[src/rtl/serial_comparator.sv]
// serial_comparator: multi-cycle magnitude comparator, DIGIT_WIDTH bits per cycle from the MSB digit down.
module serial_comparator #(
  parameter int DATA_WIDTH  = 8,
  parameter int DIGIT_WIDTH = 2,
  parameter int EARLY_EXIT  = 1
) (
  input  logic                  clk,
  input  logic                  rst_n,
  input  logic                  in_valid,
  output logic                  in_ready,
  input  logic [DATA_WIDTH-1:0] operand_a,
  input  logic [DATA_WIDTH-1:0] operand_b,
  input  logic                  signed_mode,
  output logic                  out_valid,
  input  logic                  out_ready,
  output logic                  less,
  output logic                  equal,
  output logic                  greater
);
  localparam int DW_SAFE    = (DIGIT_WIDTH < 1) ? 1 : DIGIT_WIDTH;
  localparam int NUM_DIGITS = DATA_WIDTH / DW_SAFE;
  localparam int IW         = (NUM_DIGITS > 1) ? $clog2(NUM_DIGITS) : 1;

  if (DIGIT_WIDTH < 1 || (DATA_WIDTH % DW_SAFE) != 0) begin : g_param_err
    $error("serial_comparator: DATA_WIDTH must be a positive multiple of DIGIT_WIDTH");
  end

  typedef enum logic [1:0] {IDLE, CMP, DONE} state_t;

  state_t                state_q;
  logic [DATA_WIDTH-1:0] a_q, b_q, sh_a, sh_b;
  logic [DW_SAFE-1:0]    da, db;
  logic [IW-1:0]         idx_q;
  logic                  lt_q, gt_q, lt_d, gt_d, first, last;
  logic                  less_q, equal_q, greater_q;
  logic [DATA_WIDTH-1:0] bias;

  // Flipping the sign bit maps two's-complement order onto unsigned order.
  assign bias  = {signed_mode, {(DATA_WIDTH-1){1'b0}}};
  assign sh_a  = a_q >> (idx_q * DW_SAFE);
  assign sh_b  = b_q >> (idx_q * DW_SAFE);
  assign da    = sh_a[DW_SAFE-1:0];
  assign db    = sh_b[DW_SAFE-1:0];
  assign first = !(lt_q || gt_q);
  assign lt_d  = first ? (da < db) : lt_q;
  assign gt_d  = first ? (da > db) : gt_q;
  assign last  = ((EARLY_EXIT != 0) && (da != db)) || (idx_q == '0);

  assign in_ready  = (state_q == IDLE);
  assign out_valid = (state_q == DONE);
  assign less      = less_q;
  assign equal     = equal_q;
  assign greater   = greater_q;

  always_ff @(posedge clk or negedge rst_n) begin
    if (!rst_n) begin
      state_q   <= IDLE;
      a_q       <= '0;
      b_q       <= '0;
      idx_q     <= '0;
      lt_q      <= 1'b0;
      gt_q      <= 1'b0;
      less_q    <= 1'b0;
      equal_q   <= 1'b0;
      greater_q <= 1'b0;
    end else begin
      case (state_q)
        IDLE: if (in_valid) begin
          state_q <= CMP;
          a_q     <= operand_a ^ bias;
          b_q     <= operand_b ^ bias;
          idx_q   <= IW'(NUM_DIGITS - 1);
          lt_q    <= 1'b0;
          gt_q    <= 1'b0;
        end
        CMP: begin
          lt_q <= lt_d;
          gt_q <= gt_d;
          if (last) begin
            state_q   <= DONE;
            less_q    <= lt_d;
            greater_q <= gt_d;
            equal_q   <= !(lt_d || gt_d);
          end else begin
            idx_q <= idx_q - 1'b1;
          end
        end
        default: if (out_ready) begin
          state_q   <= IDLE;
          less_q    <= 1'b0;
          equal_q   <= 1'b0;
          greater_q <= 1'b0;
        end
      endcase
    end
  end
endmodule

[config.mk]
export PLATFORM = sky130hd
export DESIGN_NAME = serial_comparator
export DESIGN_NICKNAME = d
export VERILOG_FILES = /design/src/rtl/serial_comparator.sv
export SDC_FILE = /design/constraint.sdc
export NUM_CORES = 1
export LEC_CHECK = 0
export ABC_AREA = 1
export CORE_MARGIN = 2
export CORE_UTILIZATION = 40
export DETAILED_ROUTE_END_ITERATION = 6
export GPL_TIMING_DRIVEN = 0
export PLACE_DENSITY = 0.65
export SLEW_MARGIN = 25
export SYNTH_ARGS = -nofsm -noshare
export SYNTH_HDL_FRONTEND = slang
export SYNTH_SLANG_ARGS = --single-unit
[constraint.sdc]
create_clock -name clk -period 5.4 [get_ports clk]
set_clock_uncertainty 0.2 [all_clocks]
set_input_delay 0.54 -clock clk [delete_from_list [all_inputs] [get_ports clk]]
set_output_delay 0.54 -clock clk [all_outputs]
set_load 0.02 [all_outputs]
==> flow_metrics.py, run 1 <==
metrics = {
    "routing": {
        "vias": 1064,
        "wl_mm": 2.46,
        "vias_per_cell": 4.86,
        "firstDrtPassIters": 4,
        "ant_nets": 0,
        "drt-initial-drc-count": 34,
        "drc": 0,
        "wire_per_inst_um": 11.2,
    },
    "floorplanning": {
        "num_rows": 20,
        "dieArea_um2": 3570,
        "fp.dieW_um": 59.8,
        "core_area_um2": 3000,
        "start_util_pct": 41.4,
        "die_h_um": 59.8,
        "io_pins": 26,
    },
    "setup_path": {
        "crit_path_cell_trace": "nor2_2, clkdlybuf4s50_1",
        "crit_path_start_kind": "flop",
        "crit_slowest_cell": "clkdlybuf4s50_1",
        "path_class": "reg -> out",
        "crit_family": "buffers and inverters",
        "arrival_ns": 1.52,
        "cp_num_buf_inv": 1,
        "crit_fanout": 4,
        "slowest_delay_ns": 0.61,
        "required_ns": 4.66,
        "worst_setup_path_end_kind": "primary output",
    },
    "placed_design": {
        "portBuffers": 25,
        "place_congestion": 0.815,
        "hpwl_mm": 1.89,
        "pre_cts_ws_ns": 3.19,
    },
    "timing": {
        "hold_ws_ns": 0.288,
        "hold_violations": 0,
        "timing.setup.tns_ns": 0,
        "finalSetupViolations": 0,
        "grt_setup_unrepaired": "false",
        "fin_crit_sh_pct": 41.9,
        "period_needed_ns": 2.26,
        "worst_pin_slew_ns": 0.555,
        "layout_setup_ws_ns": 3.14,
        "slew_headroom_pct": 63.0,
        "slew_viol_final": 0,
        "max_freq_mhz": 442,
    },
    "power": {
        "clock_power_share_pct": 9.1,
        "power_frac_comb_pct": 54.2,
        "p_sw_mw": 0.390,
        "p_int_mw": 0.503,
        "switching_share_pct": 43.7,
        "p_per_area_nw_per_um2": 570,
        "seq_power_share_pct": 36.7,
        "ir_drop_mv": 0.188,
        "p_leak_nw": 0.794,
        "p_total_mw": 0.893,
    },
    "clocking": {
        "cts_repair_resize_count": 0,
        "cts_buffers": 3,
        "htree_levels": 1,
        "numClockSinks": 25,
        "root_buffer": "clkbuf_4",
        "cts_tree": "done",
        "postCtsHoldBufs": 1,
        "clkTransAtPathRegs_ns": 0.14,
        "clk_latency_ns": 0.32,
        "clk_path_buf_depth": 2,
        "post-cts-setup-buffers": 0,
    },
    "outcome": {
        "status": "complete, no violations",
    },
    "synth": {
        "syn_avg_cell_area_um2": 7.97,
        "synth_top_area_share_pct": 50.3,
        "synth_cell_types": 19,
        "yosys.area.top_type": "dfrtp_1",
        "syn-instance-count": 156,
        "synthTopCellsByArea": "dfrtp_1, nand2_1, o21ai_0",
        "yosysSeqAreaShare_pct": 50.3,
        "syn_area_um2": 1240,
        "ys_ff_latch": 25,
        "yosys_warnings": 0,
        "syn_nets": 180,
    },
    "global_route": {
        "grt_pass1_wl_mm": 4.40,
        "globalRoute.totalOverflow": 0,
        "antenna_found_initial": 0,
        "grt_max_degree": 26,
        "grtUsageTotal_pct": 16.2,
        "grt_pass1_vias": 1028,
    },
    "finish": {
        "n_antenna_cell": 0,
        "drive_gt1_share_pct": 8.60,
        "areaGrowthSynthToFinish_pct": 26.1,
        "num-nets-final": 211,
    },
    "worst_hold_path": {
        "min_path_type": "reg -> reg",
    },
    "run": {
        "max_cap_viol_count": 0,
    },
}
==> final cells by class <==
| class | instances | area (um^2) |
|---|---|---|
| fill | 313 | 1440 |
| sequential | 25 | 626 |
| multi-input combinational | 116 | 528 |
| timing repair buffer | 26 | 255 |
| buffer | 5 | 52.6 |
| tap | 33 | 41.3 |
| inverter | 10 | 37.5 |
| clock buffer | 3 | 22.5 |
| clock inverter | 1 | 5.00 |
==> Yosys cell counts (all sizes together) <==
| library cell | count |
|---|---|
| xnor2 | 2 |
| o21ai | 15 |
| dfrtp | 25 |
| buf | 5 |
| o22ai | 3 |
| inv | 10 |
| nand4 | 1 |
| o22a | 2 |
| a21oi | 1 |
| ha | 3 |
| nor2 | 19 |
| nand2 | 66 |
| nand3 | 4 |
==> layout by cell type, fill, tap and decap left out, types with 2 or more instances in the layout <==
cell,n
inv_1,8
dfrtp_1,25
clkbuf_4,3
o22ai_1,3
nand2_1,64
nor2_1,18
ha_1,3
o21ai_0,14
buf_4,2
inv_2,2
nand2_2,2
xnor2_1,2
nand3_1,4
buf_6,2
o22a_1,2
clkdlybuf4s50_1,24
==> state kept, by name (all words and copies together) (netlist names) <==
register	count
a_q	8
b_q	8
idx_q	2
state_q	2
equal	1
greater	1
gt_q	1
less	1
lt_q	1
==> power groups by stage <==
stage          combinational [mW]  sequential (mW)  clock, mW
2_1_floorplan               0.350            0.326          0
3_3_place_gp                0.471            0.331          0
3_5_place_dp                0.486            0.333          0
4_1_cts                     0.490            0.329     0.0873
5_1_grt                     0.556            0.342     0.0961
6_report                    0.484            0.328     0.0813
==> through the flow <==
| step | cells | cell area [um^2] | util (%) |
|---|---|---|---|
| after floorplan | 156 | 1240 | - |
| after global placement | 214 | 1540 | 51.1 |
| after detailed placement | 214 | 1530 | 51.0 |
| after CTS | 219 | 1570 | 52.2 |
| after global routing | 219 | 1570 | 52.2 |
| final | 219 | 1570 | 52.2 |
==> final timing paths <==
| kind | from | to | slack (ns) | cells after the start |
|---|---|---|---|---|
| setup / recovery | state_q[0] | in_ready | 3.14 | 2 |
| hold / removal | equal | equal | 0.29 | 2 |
| setup reg to reg | idx_q[0] | idx_q[1] | 3.19 | 11 |
| hold reg to reg | equal | equal | 0.29 | 2 |
| max in group asynchronous | rst_n | gt_q | 4.09 | 2 |
| min in group asynchronous | rst_n | b_q[6] | 0.53 | 2 |
==> worst register-to-register path, cell delays in order, from the launching register on <==
cell and delay [ns]:
dfrtp_1 0.38, buf_4 0.15, inv_1 0.07, buf_4 0.16, nor2_1 0.05, o22a_1 0.22
ha_1 0.32, nand3_1 0.13, nor2_1 0.23, nor2_1 0.09, nand2_1 0.06, nand2_1 0.05
==> cell families (layout without fill, tap and decap cells) <==
| logic type | Yosys count | count (layout) | synth area share, % |
|---|---|---|---|
| flip-flops | 25 | 25 | 50.3 |
| AO/OA/AOI/OAI | 21 | 21 | 9.66 |
| buffers and inverters | 15 | 45 | 7.24 |
| AND/OR/NAND/NOR | 90 | 90 | 28.4 |
| adder cells (fa/ha/maj) | 3 | 3 | 3.02 |
| XOR/XNOR | 2 | 2 | 1.41 |
==> layer usage <==
| metal | up-vias | GRT usage, % | wire [um] |
|---|---|---|---|
| met5 | - | 0 | 0 |
| met4 | 0 | 4.76 | 25 |
| met3 | 4 | 2.60 | 121 |
| met2 | 27 | 28.7 | 1170 |
| met1 | 479 | 20.2 | 1140 |
| li1 | 554 | - | - |
No activity file was read; power rests on OpenSTA's default activity.
==> inputs of run 2 (changes only) <==
--- a/config.mk
+++ b/config.mk
@@ -10,7 +10,7 @@
 export CORE_UTILIZATION = 40
 export DETAILED_ROUTE_END_ITERATION = 6
 export GPL_TIMING_DRIVEN = 0
-export PLACE_DENSITY = 0.65
+export PLACE_DENSITY = 0.68
 export SLEW_MARGIN = 25
 export SYNTH_ARGS = -nofsm -noshare
 export SYNTH_HDL_FRONTEND = slang
==> constraint.sdc (replaced) <==
create_clock -name clk -period 1.85 [get_ports clk]
set_clock_uncertainty 0.2 [all_clocks]
set_input_delay 0.185 -clock clk [delete_from_list [all_inputs] [get_ports clk]]
set_output_delay 0.185 -clock clk [all_outputs]
set_load 0.02 [all_outputs]
==> flow_metrics.py, run 2 (same netlist as run 1, synthesis figures left out) <==
metrics = {
    "floorplanning": {
        "start_util_pct": 41.4,
        "die_h_um": 59.8,
        "fp.dieW_um": 59.8,
        "core_area_um2": 3000,
        "io_pins": 26,
        "num_rows": 20,
        "dieArea_um2": 3570,
    },
    "setup_path": {
        "r2r_end": "equal",
        "reg2reg_setup_slack_ns": -0.12,
        "arrival_ns": 2.04,
        "regToRegStartpoint": "idx_q[0]",
        "required_ns": 1.92,
        "reg2reg_depth": 11,
        "crit_fanout": 8,
        "path_class": "reg -> reg",
        "crit_path_start_kind": "flop",
        "worst_setup_path_end_kind": "flop",
    },
    "placed_design": {
        "place_inst": 214,
        "hpwl_mm": 1.87,
        "place_congestion": 0.771,
        "pre_cts_ws_ns": -0.187,
        "portBuffers": 25,
    },
    "finish": {
        "nFillCells": 280,
        "n_antenna_cell": 0,
        "final_cell_mix": "nand2_1, dfrtp_1, clkdlybuf4s50_1",
        "multi_input_area_um2": 626,
        "top_regs": "a_q: 8 flops, b_q: 8 flops",
        "final_common_cell": "nand2_1",
        "drive_gt1_share_pct": 21.5,
        "areaGrowthSynthToFinish_pct": 37.4,
        "num-nets-final": 216,
        "final_cell_count_no_fill": 224,
        "seq_area_um2": 628,
    },
    "routing": {
        "ant_nets": 0,
        "wl_mm": 2.68,
        "vias_per_cell": 4.92,
        "drc": 0,
        "vias": 1101,
        "firstDrtPassIters": 4,
        "drt-initial-drc-count": 33,
        "wire_per_inst_um": 12.0,
    },
    "global_route": {
        "globalRoute.totalOverflow": 0,
        "antenna_found_initial": 0,
        "grt_pass1_vias": 1121,
        "grt_max_degree": 26,
        "grtUsageTotal_pct": 17.4,
        "grt_pass1_wl_mm": 4.73,
    },
    "power": {
        "p_per_area_nw_per_um2": 1980,
        "p_leak_nw": 0.833,
        "power_frac_comb_pct": 63.9,
        "p_sw_mw": 1.48,
        "p_int_mw": 1.90,
        "ir_drop_mv": 0.605,
        "clock_power_share_pct": 7.2,
        "seq_power_share_pct": 28.9,
        "switching_share_pct": 43.8,
        "p_total_mw": 3.38,
    },
    "timing": {
        "grt_setup_unrepaired": "true",
        "finalSetupViolations": 9,
        "max_freq_mhz": 508,
        "period_needed_ns": 1.97,
        "hold_violations": 0,
        "worst_pin_slew_ns": 0.565,
        "layout_setup_ws_ns": -0.120,
        "fin_crit_sh_pct": 106,
        "slew_headroom_pct": 62.3,
        "slew_viol_final": 0,
    },
    "run": {
        "max_cap_viol_count": 0,
    },
    "clocking": {
        "cts_tree": "done",
        "numClockSinks": 25,
        "clk_path_buf_depth": 2,
        "clkTransAtPathRegs_ns": 0.13,
        "root_buffer": "clkbuf_4",
        "htree_levels": 1,
        "clk_latency_ns": 0.32,
        "cts_buffers": 3,
    },
    "outcome": {
        "status": "complete, but fails checks",
        "failed_checks": "setup timing",
    },
    "worst_hold_path": {
        "min_path_type": "in -> async",
    },
}
[run 2: changes by cell type in the layout (fill, tap and decap cells not counted), moves of 3 or more]
cell	delta
buf_4	+3
nor2_2	+4
o21ai_0	-4
nand2_2	+4
o21ai_1	+4
nor2_1	-6
nand2_1	-5
[run 2: power by group through the flow]
stage	clock, mW	combinational [mW]	sequential (mW)
detailed placement	0	1.51	0.971
CTS	0.248	1.88	0.973
floorplan	0	1.11	0.953
global placement	0	1.47	0.965
global route	0.266	2.40	1.02
finish	0.243	2.16	0.977
[run 2: worst max-delay path: stages (launching register included)]
cell and delay (ns):
dfrtp_2 0.47, inv_2 0.07, buf_6 0.12, nor2_2 0.03, o22a_1 0.23, ha_4 0.32
nand2_1 0.07, nand2_2 0.10, nand3_2 0.09, nor2_2 0.11, nand2_1 0.05, nand2_1 0.05
[run 2: repair_timing]
action,CTS,global route
endpoints found under the setup margin,11,9
endpoints found under the hold margin,25,0
resized for setup,18,10
pin swaps,13,10
hold buffers,1,0
setup buffers,4,2
[run 2: layout make-up]
| type | instances | share of cell area [%] |
|---|---|---|
| Sequential cell | 25 | 36.7 |
| Multi-Input combinational cell | 116 | 36.6 |
| Timing Repair Buffer | 32 | 17.6 |
| Buffer | 4 | 2.86 |
| Tap cell | 33 | 2.42 |
| Inverter | 10 | 2.20 |
| Clock buffer | 4 | 1.54 |
[run 2: per-layer routing]
layer	vias up	GRT usage, %	wire [um]
met3	4	4.11	101
met4	0	3.49	32
met2	28	32.3	1380
met5	-	0	0
met1	507	20.2	1170
li1	562	-	-
[run 2: worst max-delay path by stage]
stage | startpoint | end | depth (start not counted)
after global routing | idx_q[0] | equal | 11
after CTS | idx_q[0] | greater | 11
final | idx_q[0] | equal | 11
after detailed placement | idx_q[0] | greater | 12
after floorplan | idx_q[0] | idx_q[1] | 11
after global placement | idx_q[0] | equal | 12
[run 2: per-stage QoR]
| step | utilization [%] | hold slack (ns) | setup TNS, ns | instance area [um^2] |
|---|---|---|---|---|
| final | 56.9 | 0.175 | -0.780 | 1710 |
| after global routing | 56.9 | 0.182 | -1.72 | 1710 |
| after CTS | 55.6 | 0.182 | -0.552 | 1670 |
| after detailed placement | 51.9 | 0.00735 | -1.14 | 1560 |
| after global placement | 52.0 | 0.258 | -0.987 | 1560 |
| after floorplan | - | -0.311 | -0.0824 | 1270 |
